**config.mk**
```make
export PLATFORM = sky130hd
export DESIGN_NAME = pong_ball_engine
export DESIGN_NICKNAME = d
export VERILOG_FILES = /design/src/rtl/pong_pkg.sv /design/src/rtl/pong_box_overlap.sv /design/src/rtl/pong_ball_engine.sv
export SDC_FILE = /design/constraint.sdc
export NUM_CORES = 1
export LEC_CHECK = 0
export ABC_CLOCK_PERIOD_IN_PS = 5700
export BUFFER_PORTS_ARGS = -buffer_cell sky130_fd_sc_hd__buf_2
export CAP_MARGIN = 25
export CORE_ASPECT_RATIO = 0.9
export CORE_MARGIN = 2
export CORE_UTILIZATION = 45
export DETAILED_ROUTE_END_ITERATION = 12
export GPL_TIMING_DRIVEN = 0
export MAX_ROUTING_LAYER = met4
export PLACE_DENSITY = 0.69
export SYNTH_ARGS = -nofsm -noshare
export SYNTH_HDL_FRONTEND = slang
export SYNTH_SLANG_ARGS = --single-unit
```
**constraint.sdc**
```tcl
create_clock -name frame_clk -period 5.7 [get_ports frame_clk]
set_input_delay 0.57 -clock frame_clk [delete_from_list [all_inputs] [get_ports frame_clk]]
set_output_delay 0.57 -clock frame_clk [all_outputs]
set_load 0.005 [all_outputs]
```
**src/rtl/pong_pkg.sv**
```systemverilog
// Shared types and helpers for the Pong ball engine.
package pong_pkg;

  typedef enum logic [1:0] {
    IDLE  = 2'd0,
    SERVE = 2'd1,
    PLAY  = 2'd2,
    OVER  = 2'd3
  } ball_state_t;

  typedef logic [9:0]        coord_t;
  typedef logic signed [10:0] vel_t;

  localparam logic [1:0] WIN_NONE  = 2'b00;
  localparam logic [1:0] WIN_LEFT  = 2'b01;
  localparam logic [1:0] WIN_RIGHT = 2'b10;

  // Symmetric saturation of a signed velocity to +/-lim.
  function automatic vel_t clamp_vel(input vel_t v, input vel_t lim);
    vel_t r;
    if (v > lim) begin
      r = lim;
    end else if (v < -lim) begin
      r = -lim;
    end else begin
      r = v;
    end
    return r;
  endfunction

endpackage

```
**src/rtl/pong_box_overlap.sv**
```systemverilog
// Inclusive overlap test of two centre/half-extent boxes.
module pong_box_overlap
  import pong_pkg::*;
(
  input  coord_t a_x,
  input  coord_t a_y,
  input  coord_t a_hx,
  input  coord_t a_hy,
  input  coord_t b_x,
  input  coord_t b_y,
  input  coord_t b_hx,
  input  coord_t b_hy,
  output logic   overlap
);

  logic [11:0] span_x_s;
  logic [11:0] span_y_s;
  logic        x_ok_s;
  logic        y_ok_s;

  // Widened compares so centre +/- extent never wraps.
  always_comb begin
    span_x_s = {2'b00, a_hx} + {2'b00, b_hx};
    span_y_s = {2'b00, a_hy} + {2'b00, b_hy};
    x_ok_s   = (({2'b00, a_x} + span_x_s) >= {2'b00, b_x}) &&
               (({2'b00, b_x} + span_x_s) >= {2'b00, a_x});
    y_ok_s   = (({2'b00, a_y} + span_y_s) >= {2'b00, b_y}) &&
               (({2'b00, b_y} + span_y_s) >= {2'b00, a_y});
    overlap  = x_ok_s && y_ok_s;
  end

endmodule

```
**src/rtl/pong_ball_engine.sv**
```systemverilog
// Pong ball controller: rally sequencing, motion, collisions, scoring.
module pong_ball_engine
  import pong_pkg::*;
#(
  parameter int X_MIN            = 33,
  parameter int X_MAX            = 596,
  parameter int Y_MIN            = 20,
  parameter int Y_MAX            = 461,
  parameter int X_CENTER         = 320,
  parameter int Y_CENTER         = 240,
  parameter int BALL_SIZE        = 5,
  parameter int X_STEP_INIT      = 4,
  parameter int X_STEP_MAX       = 12,
  parameter int Y_STEP_MAX       = 7,
  parameter int HITS_PER_SPEEDUP = 4,
  parameter int SERVE_FRAMES     = 60,
  parameter int WIN_SCORE        = 7,
  parameter int SCORE_W          = 4,
  parameter int DEFLECT_SHIFT    = 3
) (
  input  logic               frame_clk,
  input  logic               Reset,
  input  logic               start,
  input  logic [9:0]         paddle1_x,
  input  logic [9:0]         paddle1_y,
  input  logic [9:0]         paddle1_l,
  input  logic [9:0]         paddle1_w,
  input  logic [9:0]         paddle2_x,
  input  logic [9:0]         paddle2_y,
  input  logic [9:0]         paddle2_l,
  input  logic [9:0]         paddle2_w,
  output logic [9:0]         ball_x,
  output logic [9:0]         ball_y,
  output logic [9:0]         ball_s,
  output logic [SCORE_W-1:0] score_l,
  output logic [SCORE_W-1:0] score_r,
  output logic [1:0]         state,
  output logic [1:0]         winner,
  output logic               paddle1_hit,
  output logic               paddle2_hit,
  output logic               point_l,
  output logic               point_r
);

  localparam int HIT_W = $clog2(HITS_PER_SPEEDUP + 1);
  localparam int SC_W  = $clog2(SERVE_FRAMES + 1);

  localparam coord_t X_CENTER_C = coord_t'(X_CENTER);
  localparam coord_t Y_CENTER_C = coord_t'(Y_CENTER);
  localparam coord_t BALL_C     = coord_t'(BALL_SIZE);

  localparam logic [10:0] BS_11      = 11'(BALL_SIZE);
  localparam logic [10:0] GOAL_L_LIM = 11'(X_MIN + BALL_SIZE);
  localparam logic [10:0] GOAL_R_LIM = 11'(X_MAX);
  localparam logic [10:0] WALL_T_LIM = 11'(Y_MIN + BALL_SIZE);
  localparam logic [10:0] WALL_B_LIM = 11'(Y_MAX);

  localparam vel_t STEP_INIT_V = vel_t'(X_STEP_INIT);
  localparam vel_t STEP_MAX_V  = vel_t'(X_STEP_MAX);
  localparam vel_t Y_LIM_V     = vel_t'(Y_STEP_MAX);

  localparam logic [HIT_W-1:0]   HIT_LAST   = HIT_W'(HITS_PER_SPEEDUP - 1);
  localparam logic [SC_W-1:0]    SERVE_LAST = SC_W'(SERVE_FRAMES - 1);
  localparam logic [SCORE_W-1:0] SCORE_ONE  = SCORE_W'(1);
  localparam logic [SCORE_W-1:0] SCORE_WIN  = SCORE_W'(WIN_SCORE);

  // Registered state
  ball_state_t        state_r,     state_n;
  coord_t             ball_x_r,    ball_x_n;
  coord_t             ball_y_r,    ball_y_n;
  vel_t               vx_r,        vx_n;
  vel_t               vy_r,        vy_n;
  vel_t               speed_r,     speed_n;
  logic [HIT_W-1:0]   hit_cnt_r,   hit_cnt_n;
  logic [SC_W-1:0]    serve_cnt_r, serve_cnt_n;
  logic [SCORE_W-1:0] score_l_r,   score_l_n;
  logic [SCORE_W-1:0] score_r_r,   score_r_n;
  logic [1:0]         winner_r,    winner_n;
  logic               serve_dir_r, serve_dir_n;  // 1 = serve toward +x
  logic               p1_hit_r,    p1_hit_n;
  logic               p2_hit_r,    p2_hit_n;
  logic               point_l_r,   point_l_n;
  logic               point_r_r,   point_r_n;

  // Combinational helpers
  logic               ov1_s, ov2_s;
  logic               hit1_s, hit2_s, goal_l_s, goal_r_s, wall_s;
  logic [10:0]        bx_ext_s, by_ext_s, sum_x_s, sum_y_s;
  vel_t               dy1_s, dy2_s, defl1_s, defl2_s;
  vel_t               speed_up_s;
  logic [HIT_W-1:0]   hit_cnt_up_s;
  logic [SCORE_W-1:0] score_l_inc_s, score_r_inc_s;

  pong_box_overlap u_ov1 (
    .a_x (ball_x_r),  .a_y (ball_y_r),  .a_hx(BALL_C),    .a_hy(BALL_C),
    .b_x (paddle1_x), .b_y (paddle1_y), .b_hx(paddle1_w), .b_hy(paddle1_l),
    .overlap(ov1_s)
  );

  pong_box_overlap u_ov2 (
    .a_x (ball_x_r),  .a_y (ball_y_r),  .a_hx(BALL_C),    .a_hy(BALL_C),
    .b_x (paddle2_x), .b_y (paddle2_y), .b_hx(paddle2_w), .b_hy(paddle2_l),
    .overlap(ov2_s)
  );

  // Collision conditions, deflections, speed ramp and position sums.
  always_comb begin
    bx_ext_s = {1'b0, ball_x_r};
    by_ext_s = {1'b0, ball_y_r};
    hit1_s   = (vx_r < 11'sd0) && ov1_s;
    hit2_s   = (vx_r > 11'sd0) && ov2_s;
    goal_l_s = (vx_r < 11'sd0) && (bx_ext_s <= GOAL_L_LIM);
    goal_r_s = (vx_r > 11'sd0) && ((bx_ext_s + BS_11) >= GOAL_R_LIM);
    wall_s   = ((vy_r > 11'sd0) && ((by_ext_s + BS_11) >= WALL_B_LIM)) ||
               ((vy_r < 11'sd0) && (by_ext_s <= WALL_T_LIM));
    dy1_s    = $signed(by_ext_s) - $signed({1'b0, paddle1_y});
    dy2_s    = $signed(by_ext_s) - $signed({1'b0, paddle2_y});
    defl1_s  = clamp_vel(dy1_s >>> DEFLECT_SHIFT, Y_LIM_V);
    defl2_s  = clamp_vel(dy2_s >>> DEFLECT_SHIFT, Y_LIM_V);
    sum_x_s  = bx_ext_s + vx_r;
    sum_y_s  = by_ext_s + vy_r;
    speed_up_s    = (speed_r >= STEP_MAX_V) ? STEP_MAX_V : (speed_r + 11'sd1);
    hit_cnt_up_s  = hit_cnt_r + {{(HIT_W-1){1'b0}}, 1'b1};
    score_l_inc_s = score_l_r + SCORE_ONE;
    score_r_inc_s = score_r_r + SCORE_ONE;
  end

  // Next-state and next-output logic for the rally sequencer.
  always_comb begin
    state_n     = state_r;
    ball_x_n    = ball_x_r;
    ball_y_n    = ball_y_r;
    vx_n        = vx_r;
    vy_n        = vy_r;
    speed_n     = speed_r;
    hit_cnt_n   = hit_cnt_r;
    serve_cnt_n = serve_cnt_r;
    score_l_n   = score_l_r;
    score_r_n   = score_r_r;
    winner_n    = winner_r;
    serve_dir_n = serve_dir_r;
    p1_hit_n    = 1'b0;
    p2_hit_n    = 1'b0;
    point_l_n   = 1'b0;
    point_r_n   = 1'b0;

    case (state_r)
      IDLE: begin
        ball_x_n = X_CENTER_C;
        ball_y_n = Y_CENTER_C;
        vx_n     = 11'sd0;
        vy_n     = 11'sd0;
        if (start) begin
          state_n     = SERVE;
          serve_cnt_n = '0;
        end else begin
          state_n = IDLE;
        end
      end

      SERVE: begin
        ball_x_n = X_CENTER_C;
        ball_y_n = Y_CENTER_C;
        vx_n     = 11'sd0;
        vy_n     = 11'sd0;
        if (serve_cnt_r == SERVE_LAST) begin
          state_n     = PLAY;
          vx_n        = serve_dir_r ? STEP_INIT_V : -STEP_INIT_V;
          speed_n     = STEP_INIT_V;
          hit_cnt_n   = '0;
          serve_cnt_n = '0;
        end else begin
          serve_cnt_n = serve_cnt_r + {{(SC_W-1){1'b0}}, 1'b1};
        end
      end

      PLAY: begin
        if (hit1_s || hit2_s) begin
          // Paddle response: fixed position this frame, new velocity.
          vx_n     = hit1_s ? speed_r : -speed_r;
          vy_n     = hit1_s ? defl1_s : defl2_s;
          p1_hit_n = hit1_s;
          p2_hit_n = hit2_s;
          if (hit_cnt_r == HIT_LAST) begin
            hit_cnt_n = '0;
            speed_n   = speed_up_s;
          end else begin
            hit_cnt_n = hit_cnt_up_s;
          end
        end else if (goal_l_s || goal_r_s) begin
          ball_x_n    = X_CENTER_C;
          ball_y_n    = Y_CENTER_C;
          vx_n        = 11'sd0;
          vy_n        = 11'sd0;
          serve_cnt_n = '0;
          if (goal_l_s) begin
            score_r_n   = score_r_inc_s;
            point_r_n   = 1'b1;
            serve_dir_n = 1'b0;
            if (score_r_inc_s == SCORE_WIN) begin
              state_n  = OVER;
              winner_n = WIN_RIGHT;
            end else begin
              state_n = SERVE;
            end
          end else begin
            score_l_n   = score_l_inc_s;
            point_l_n   = 1'b1;
            serve_dir_n = 1'b1;
            if (score_l_inc_s == SCORE_WIN) begin
              state_n  = OVER;
              winner_n = WIN_LEFT;
            end else begin
              state_n = SERVE;
            end
          end
        end else begin
          // Move with the velocity held at the start of the frame.
          ball_x_n = sum_x_s[9:0];
          ball_y_n = sum_y_s[9:0];
          if (wall_s) begin
            vy_n = -vy_r;
          end else begin
            vy_n = vy_r;
          end
        end
      end

      OVER: begin
        ball_x_n = X_CENTER_C;
        ball_y_n = Y_CENTER_C;
        vx_n     = 11'sd0;
        vy_n     = 11'sd0;
        if (start) begin
          state_n     = SERVE;
          serve_cnt_n = '0;
          score_l_n   = '0;
          score_r_n   = '0;
          winner_n    = WIN_NONE;
        end else begin
          state_n = OVER;
        end
      end

      default: begin
        state_n = IDLE;
      end
    endcase
  end

  // State and output registers with asynchronous reset.
  always_ff @(posedge frame_clk or posedge Reset) begin
    if (Reset) begin
      state_r     <= IDLE;
      ball_x_r    <= X_CENTER_C;
      ball_y_r    <= Y_CENTER_C;
      vx_r        <= 11'sd0;
      vy_r        <= 11'sd0;
      speed_r     <= STEP_INIT_V;
      hit_cnt_r   <= '0;
      serve_cnt_r <= '0;
      score_l_r   <= '0;
      score_r_r   <= '0;
      winner_r    <= WIN_NONE;
      serve_dir_r <= 1'b1;
      p1_hit_r    <= 1'b0;
      p2_hit_r    <= 1'b0;
      point_l_r   <= 1'b0;
      point_r_r   <= 1'b0;
    end else begin
      state_r     <= state_n;
      ball_x_r    <= ball_x_n;
      ball_y_r    <= ball_y_n;
      vx_r        <= vx_n;
      vy_r        <= vy_n;
      speed_r     <= speed_n;
      hit_cnt_r   <= hit_cnt_n;
      serve_cnt_r <= serve_cnt_n;
      score_l_r   <= score_l_n;
      score_r_r   <= score_r_n;
      winner_r    <= winner_n;
      serve_dir_r <= serve_dir_n;
      p1_hit_r    <= p1_hit_n;
      p2_hit_r    <= p2_hit_n;
      point_l_r   <= point_l_n;
      point_r_r   <= point_r_n;
    end
  end

  assign ball_x      = ball_x_r;
  assign ball_y      = ball_y_r;
  assign ball_s      = BALL_C;
  assign score_l     = score_l_r;
  assign score_r     = score_r_r;
  assign state       = state_r;
  assign winner      = winner_r;
  assign paddle1_hit = p1_hit_r;
  assign paddle2_hit = p2_hit_r;
  assign point_l     = point_l_r;
  assign point_r     = point_r_r;

endmodule

```
---- After elaboration in Yosys (flattened, before gate mapping) ----
Index checks and enable logic that the tools add are counted.
operators by class
  $add $sub $neg .......................... 25
  $lt $le $gt $ge ......................... 21
  equal/unequal tests ..................... 20
  muxes and demuxes ....................... 72
  bitwise operators ....................... 1
  reductions and logical operators ........ 28
operators with widths
  kind                                                 count
  2-to-1 mux 11 bit                                    17
  adder 10 x 12 -> 12 bit                              8
  >= comparator 12 x 10 -> 1 bit                       8
  adder 3 x 10 -> 11 bit, first input constant         4
  case mux 11 bit (2 select lines)                     2
  2-to-1 mux 10 bit                                    4
  case mux 10 bit (2 select lines)                     2
  case mux 11 bit (3 select lines)                     1
  2-to-1 mux 4 bit                                     7
  2-to-1 mux 2 bit                                     13
  2-to-1 mux 6 bit                                     4
  adder 10 x 3 -> 11 bit, second input constant        2
  > comparator 11 x 1 -> 1 bit, second input constant  2
  < comparator 11 x 1 -> 1 bit, second input constant  2
  negation 11 bit                                      2
  subtractor 10 x 10 -> 11 bit                         2
  adder 10 bit                                         2
  case mux 6 bit (3 select lines)                      1
  > comparator 8 x 4 -> 1 bit, second input constant   2
  < comparator 8 x 4 -> 1 bit, second input constant   2
  inequality test 2 bit, second input constant         8
  case mux 4 bit (2 select lines)                      2
  2-to-1 mux 1 bit                                     13
  logical AND 1 bit                                    12
  31 further kinds                                     45
word-level totals
  bits in registers ....................... 79
  bits of input ports ..................... 83
  output and inout port bits .............. 46
  logic and storage cells ................. 183

---- Longest topological paths before layout ----
  depth in word-level cells ............... 9
  gate-level depth with buffers ........... 23
  gate-level depth less buffers ........... 21

---- By module ----
Synthesis repeated with hierarchy kept, for this count alone.
unflattened totals
  cell total of the unflattened synthesis .. 1,665
  area total of the unflattened synthesis .. 13,385.3 um^2
modules (own cells, without submodules)
  module                    times used  cells each  area each (um^2)  seq. area each (um^2)
  pong_ball_engine          1           744         6,304.8           1,986.9
  pong_box_overlap (u_ov1)  1           467         3,549.7           0.0
  pong_box_overlap (u_ov2)  1           454         3,530.9           0.0

---- Least setup slack after synthesis ----
OpenSTA, ideal clock, no wires.
  path type ............................... in2reg
  from .................................... input port paddle1_w[0]
  to ...................................... register serve_cnt_r[0]
  library setup time ...................... 0.125 ns
  arrival ................................. 4.744 ns
  data required time ...................... 5.575 ns
  slack ................................... 0.831 ns
  stages on the path ...................... 21
  path buffers ............................ 1
  path through ............................ ha_1 -> o21ai_0 -> xnor2_1 -> ha_1 -> a21oi_1 -> nand2_1 -> a31oi_1 -> o21ai_0 -> xor2_1 -> ha_1 -> a21oi_1 -> a21oi_1 -> a2111oi_2 -> o21ai_1 -> or4_1 -> o211ai_2 -> or4b_4 -> nand2_4 -> or2_1 -> buf_6 -> mux2_4
between the ends
  word-level cells in the longest chain between the ends .. 9
  elaborated cells between the ends (all ways) .. 11
  classes of those cells .................. add/sub (3); order compare (2); eq/ne (1); reduce/logical (5)
RTL lines
  what                                               line                                            source
  from (decl)                                        pong_ball_engine.sv:27                          input logic [9:0] paddle1_w,
  adder 3 x 10 -> 11 bit *                           pong_box_overlap.sv:23                          span_x_s = {2'b00, a_hx} + {2'b00, b_hx};
  adder 10 x 12 -> 12 bit (on tied branches)         pong_box_overlap.sv:25, pong_box_overlap.sv:26
  >= comparator 12 x 10 -> 1 bit (on tied branches)  pong_box_overlap.sv:25, pong_box_overlap.sv:26
  logical AND 1 bit *                                pong_box_overlap.sv:25                          x_ok_s = (({2'b00, a_x} + span_x_s) >= {2'b00, b_x}) &&
  logical AND 1 bit *                                pong_box_overlap.sv:29                          overlap = x_ok_s && y_ok_s;
  logical AND 1 bit *                                pong_ball_engine.sv:110                         hit1_s = (vx_r < 11'sd0) && ov1_s;
  logical OR 1 bit *                                 pong_ball_engine.sv:178                         if (hit1_s || hit2_s) begin
  inequality test 2 bit (no source line) *           -
  AND reduction 3 bit (no source line) *             -
  to (signal assigned)                               pong_ball_engine.sv:278                         serve_cnt_r <= serve_cnt_n;
  to (decl)                                          pong_ball_engine.sv:75                          logic [SC_W-1:0] serve_cnt_r, serve_cnt_n;
Every way passes the cells marked *; elsewhere a longest branch is shown, timed or not.
A chain may end at the register's enable or synchronous reset.

---- Final worst setup path ----
  from .................................... input port paddle1_w[0]
  to ...................................... register ball_y_r[9] (netlist: ball_y[9])
between the ends
  word-level cells in the longest chain between the ends .. 8
  elaborated cells between the ends (all ways) .. 10
  classes of those cells .................. add/sub (3); order compare (2); eq/ne (1); reduce/logical (4)
RTL lines
  what                                               line                                            source
  adder 3 x 10 -> 11 bit *                           pong_box_overlap.sv:23
  adder 10 x 12 -> 12 bit (on tied branches)         pong_box_overlap.sv:25, pong_box_overlap.sv:26
  >= comparator 12 x 10 -> 1 bit (on tied branches)  pong_box_overlap.sv:25, pong_box_overlap.sv:26
  logical AND 1 bit *                                pong_box_overlap.sv:25
  logical AND 1 bit *                                pong_box_overlap.sv:29
  logical AND 1 bit *                                pong_ball_engine.sv:110
  logical OR 1 bit *                                 pong_ball_engine.sv:178
  inequality test 2 bit (no source line) *           -
  to (signal assigned)                               pong_ball_engine.sv:273                         ball_y_r <= ball_y_n;
  to (decl)                                          pong_ball_engine.sv:70                          coord_t ball_y_r, ball_y_n;
Marks and branches as above.

==> flow_metrics.env <==
export IMPL_syn2layout_area_growth_pct=11.6
export IMPL_p_leak_uw=0.00677
export IMPL_final_setup_viol_count=0
export IMPL_skew_ns=0.00758
export IMPL_max_freq_mhz=192
export IMPL_cp_arrival_ns=5.48
export IMPL_grt_max_degree=66
export IMPL_synth_seq_cells=79
export IMPL_worst_slew_pin_slew_ns=0.962
export IMPL_ios=129
export IMPL_slew_violations=0
export IMPL_drc=0
export IMPL_die_x_um=181
export IMPL_path_max_fanout=10
export IMPL_cp_start_kind="primary input"
export IMPL_synth_ff_type="dfrtp_1"
export IMPL_place_congestion=0.951
export IMPL_criticalPathCategory="in -> reg"
export IMPL_synth_cell_type_count=105
export IMPL_post_drt_wl_per_cell_um=16.7
export IMPL_crit_required_ns=5.98
export IMPL_r2r_end="serve_cnt_r[4]"
export IMPL_first_pass_iters=6
export IMPL_cts_sinks=79
export IMPL_numCtsBuffers=9
export IMPL_diodes=0
export IMPL_yosysWarningCount=0
export IMPL_die_h_um=163
export IMPL_cap_violations=0
export IMPL_core_rowCount=58
export IMPL_cts_tree="yes"
export IMPL_track_usage_pct=23.9
export IMPL_grt_pass1_vias=11500
export IMPL_cts_hold_buffers=0
export IMPL_drive_above_1_share_pct=12.7
export IMPL_hold_violations=0
export IMPL_rsz0062_at_grt="false"
export IMPL_fin_area_mm2=0.0141
export IMPL_reg2reg_setup_slack_ns=0.62
export IMPL_coreArea_mm2=0.0278
export IMPL_power_density_mw_per_mm2=144
export IMPL_clk_latency_ns=0.35
export IMPL_fin_ws_ns=0.493
export IMPL_vias=12000
export IMPL_root_buffer="clkbuf_16"
export IMPL_ys_async_sr_fraction_pct=100
export IMPL_viasPerCell=5.81
export IMPL_yosysSeqAreaShare_pct=15.7
export IMPL_dpl_hpwl_um=27600
export IMPL_path_clk_slew_ns=0.06
export IMPL_timing_final_crit_share_pct=91.3
export IMPL_place_ws_ns=-0.0368
export IMPL_io_buffers=118
export IMPL_final_nets=2035
export IMPL_setup_worst_path_start="paddle1_w[0]"
export IMPL_hold_class="in -> async"
export IMPL_drt_iter0_markers=762
export IMPL_die_area_mm2=0.0294
export IMPL_relSlewSlack_pct=35.5
export IMPL_drt_total_wl_um=34500
export IMPL_antenna_found_initial=0
export IMPL_synth_edf_count=0
export IMPL_crit_path_end="ball_y[9]"
export IMPL_irDropWorstVdd_mv=0.140
export IMPL_status="finished, final reports clean"
export IMPL_avgSynthCellArea_um2=8.12
export IMPL_tns_ns=0
export IMPL_placed_cell_area_mm2=0.0137
export IMPL_reg2reg_from="ball_y[1]"
export IMPL_start_util_pct=45.5
export IMPL_syn_area_mm2=0.0126
export IMPL_cts_max_level=3
export IMPL_min_period_ns=5.21
export IMPL_grt_pass1_wl_um=57100
export IMPL_grt_overflow=0
export IMPL_synthesis_instances=1557
export IMPL_ctsLongestPathBuffers=2
export IMPL_rr_worst_depth=18
export IMPL_ant_nets=0
export IMPL_worst_setup_path_end_kind="register"
-- state kept, by name (all words and copies together), names as in the netlist, 2 cells and up --
signal       flops
state            2
vy_r            11
hit_cnt_r        3
score_l          4
ball_y          10
speed_r         11
winner           2
ball_x          10
score_r          4
serve_cnt_r      6
vx_r            11
-- where the power goes --
part	switching [uW]	internal, uW	total, uW
logic	475	377	852
registers	0	561	561
clock network	242	374	616
-- routing by layer --
metal / track usage (%) / vias to the layer above / wire length [um]
li1: - / 5963 / -
met1: 32.0 / 5618 / 16500
met2: 38.2 / 379 / 15300
met3: 3.26 / 36 / 2230
met4: 6.05 / 0 / 499
met5: - / - / 0
-- through the flow --
stage	cells	hold WS [ns]	utilization, %	power (uW)
finish	2064	0.154	50.7	2030
CTS	2060	0.153	50.6	2030
floorplan	1565	0.452	-	1210
global placement	2043	0.479	49.3	1380
detailed placement	2044	0.474	49.4	1410
global route	2064	0.166	50.7	2170
-- how the worst min path moves through the flow --
stage | from | to | slack, ns | cells after the start
floorplan | serve_cnt_r[5] | serve_cnt_r[5] | 0.45 | 1
global placement | serve_cnt_r[5] | serve_cnt_r[5] | 0.48 | 1
detailed placement | serve_cnt_r[5] | serve_cnt_r[5] | 0.47 | 1
CTS | Reset | serve_cnt_r[0] | 0.15 | 2
global route | Reset | serve_cnt_r[4] | 0.17 | 2
finish | Reset | point_r | 0.15 | 2
-- placed cells by master, fill, tap and decap left out, types with 10 or more instances in the layout --
master	netlist	layout
a211oi_1	21	20
a21o_1	36	36
a21oi_1	126	126
a31oi_1	23	22
and2_1	11	11
and3_1	23	23
buf_2	4	122
buf_4	11	15
clkbuf_1	18	19
conb_1	2	10
dfrtp_1	71	71
fa_1	10	10
ha_1	243	243
inv_1	128	127
mux2i_1	12	12
nand2_1	100	100
nand2b_1	20	20
nand3_1	52	52
nand4_1	20	20
nor2_1	121	121
nor2b_1	22	22
nor3_1	29	29
o211ai_1	11	11
o21a_1	19	19
o21ai_0	75	75
o21bai_1	11	11
o22ai_1	17	17
o31ai_1	19	19
xnor2_1	87	86
xor2_1	43	43
-- synth_stat cells, drive strengths merged (10+ instances only) --
cell type / instances / area share [%]
a211oi: 22 / 1.3
nand4: 20 / 0.99
o21a: 19 / 1.1
o211ai: 12 / 0.75
o21ai: 81 / 3.2
and2: 12 / 0.61
fa: 10 / 1.6
ha: 243 / 24
dfrtp: 71 / 14
nor2b: 22 / 1.1
nand2: 103 / 3.2
nor2: 126 / 4.0
xnor2: 87 / 6.0
nor3: 31 / 1.3
and3: 23 / 1.1
a21o: 36 / 2.1
a31oi: 25 / 1.4
mux2i: 12 / 0.95
a21oi: 127 / 5.1
clkbuf: 18 / 0.53
inv: 128 / 3.8
o21bai: 11 / 0.65
nand2b: 20 / 0.99
o22ai: 17 / 0.84
o31ai: 19 / 1.1
nand3: 53 / 2.1
xor2: 43 / 3.0
buf: 20 / 1.2
-- logic make-up after synthesis --
| logic type | share of synthesized area [%] |
|---|---|
| compound gates | 24.2 |
| xor+xnor | 9.01 |
| fa+ha+maj | 25.6 |
| buf+inv | 5.53 |
| flops | 15.7 |
| mux | 1.25 |
| other cells | 0.0594 |
| simple gates | 18.6 |
-- critical path: stages --
cell	delay [ns]
buf_2	0.10
ha_1	0.22
o2111ai_1	0.16
xnor2_1	0.41
ha_1	0.36
a21oi_1	0.24
nor2_1	0.06
a211oi_1	0.23
o31ai_1	0.15
xor2_1	0.17
ha_1	0.34
nand2_1	0.08
a21oi_1	0.05
a2111oi_2	0.32
o21ai_1	0.17
or4_1	0.56
o211ai_2	0.20
or4_4	0.23
buf_6	0.17
nand3_1	0.16
buf_2	0.27
nor3_1	0.13
o21bai_1	0.12
-- repair_timing --
item	in CTS	in global routing
endpoints found under the setup margin	0	33
gates resized for setup	0	3
buffers inserted	0	4
-- area by class of cell --
cell class / count / area, um2
Buffer: 38 / 219
Clock buffer: 13 / 270
Clock inverter: 3 / 40.0
Fill cell: 2706 / 13700
Inverter: 128 / 483
Multi-Input combinational cell: 1320 / 10000
Sequential cell: 79 / 1990
Tap cell: 360 / 450
Timing Repair Buffer: 123 / 648
No activity file was read; power rests on OpenSTA's default activity.
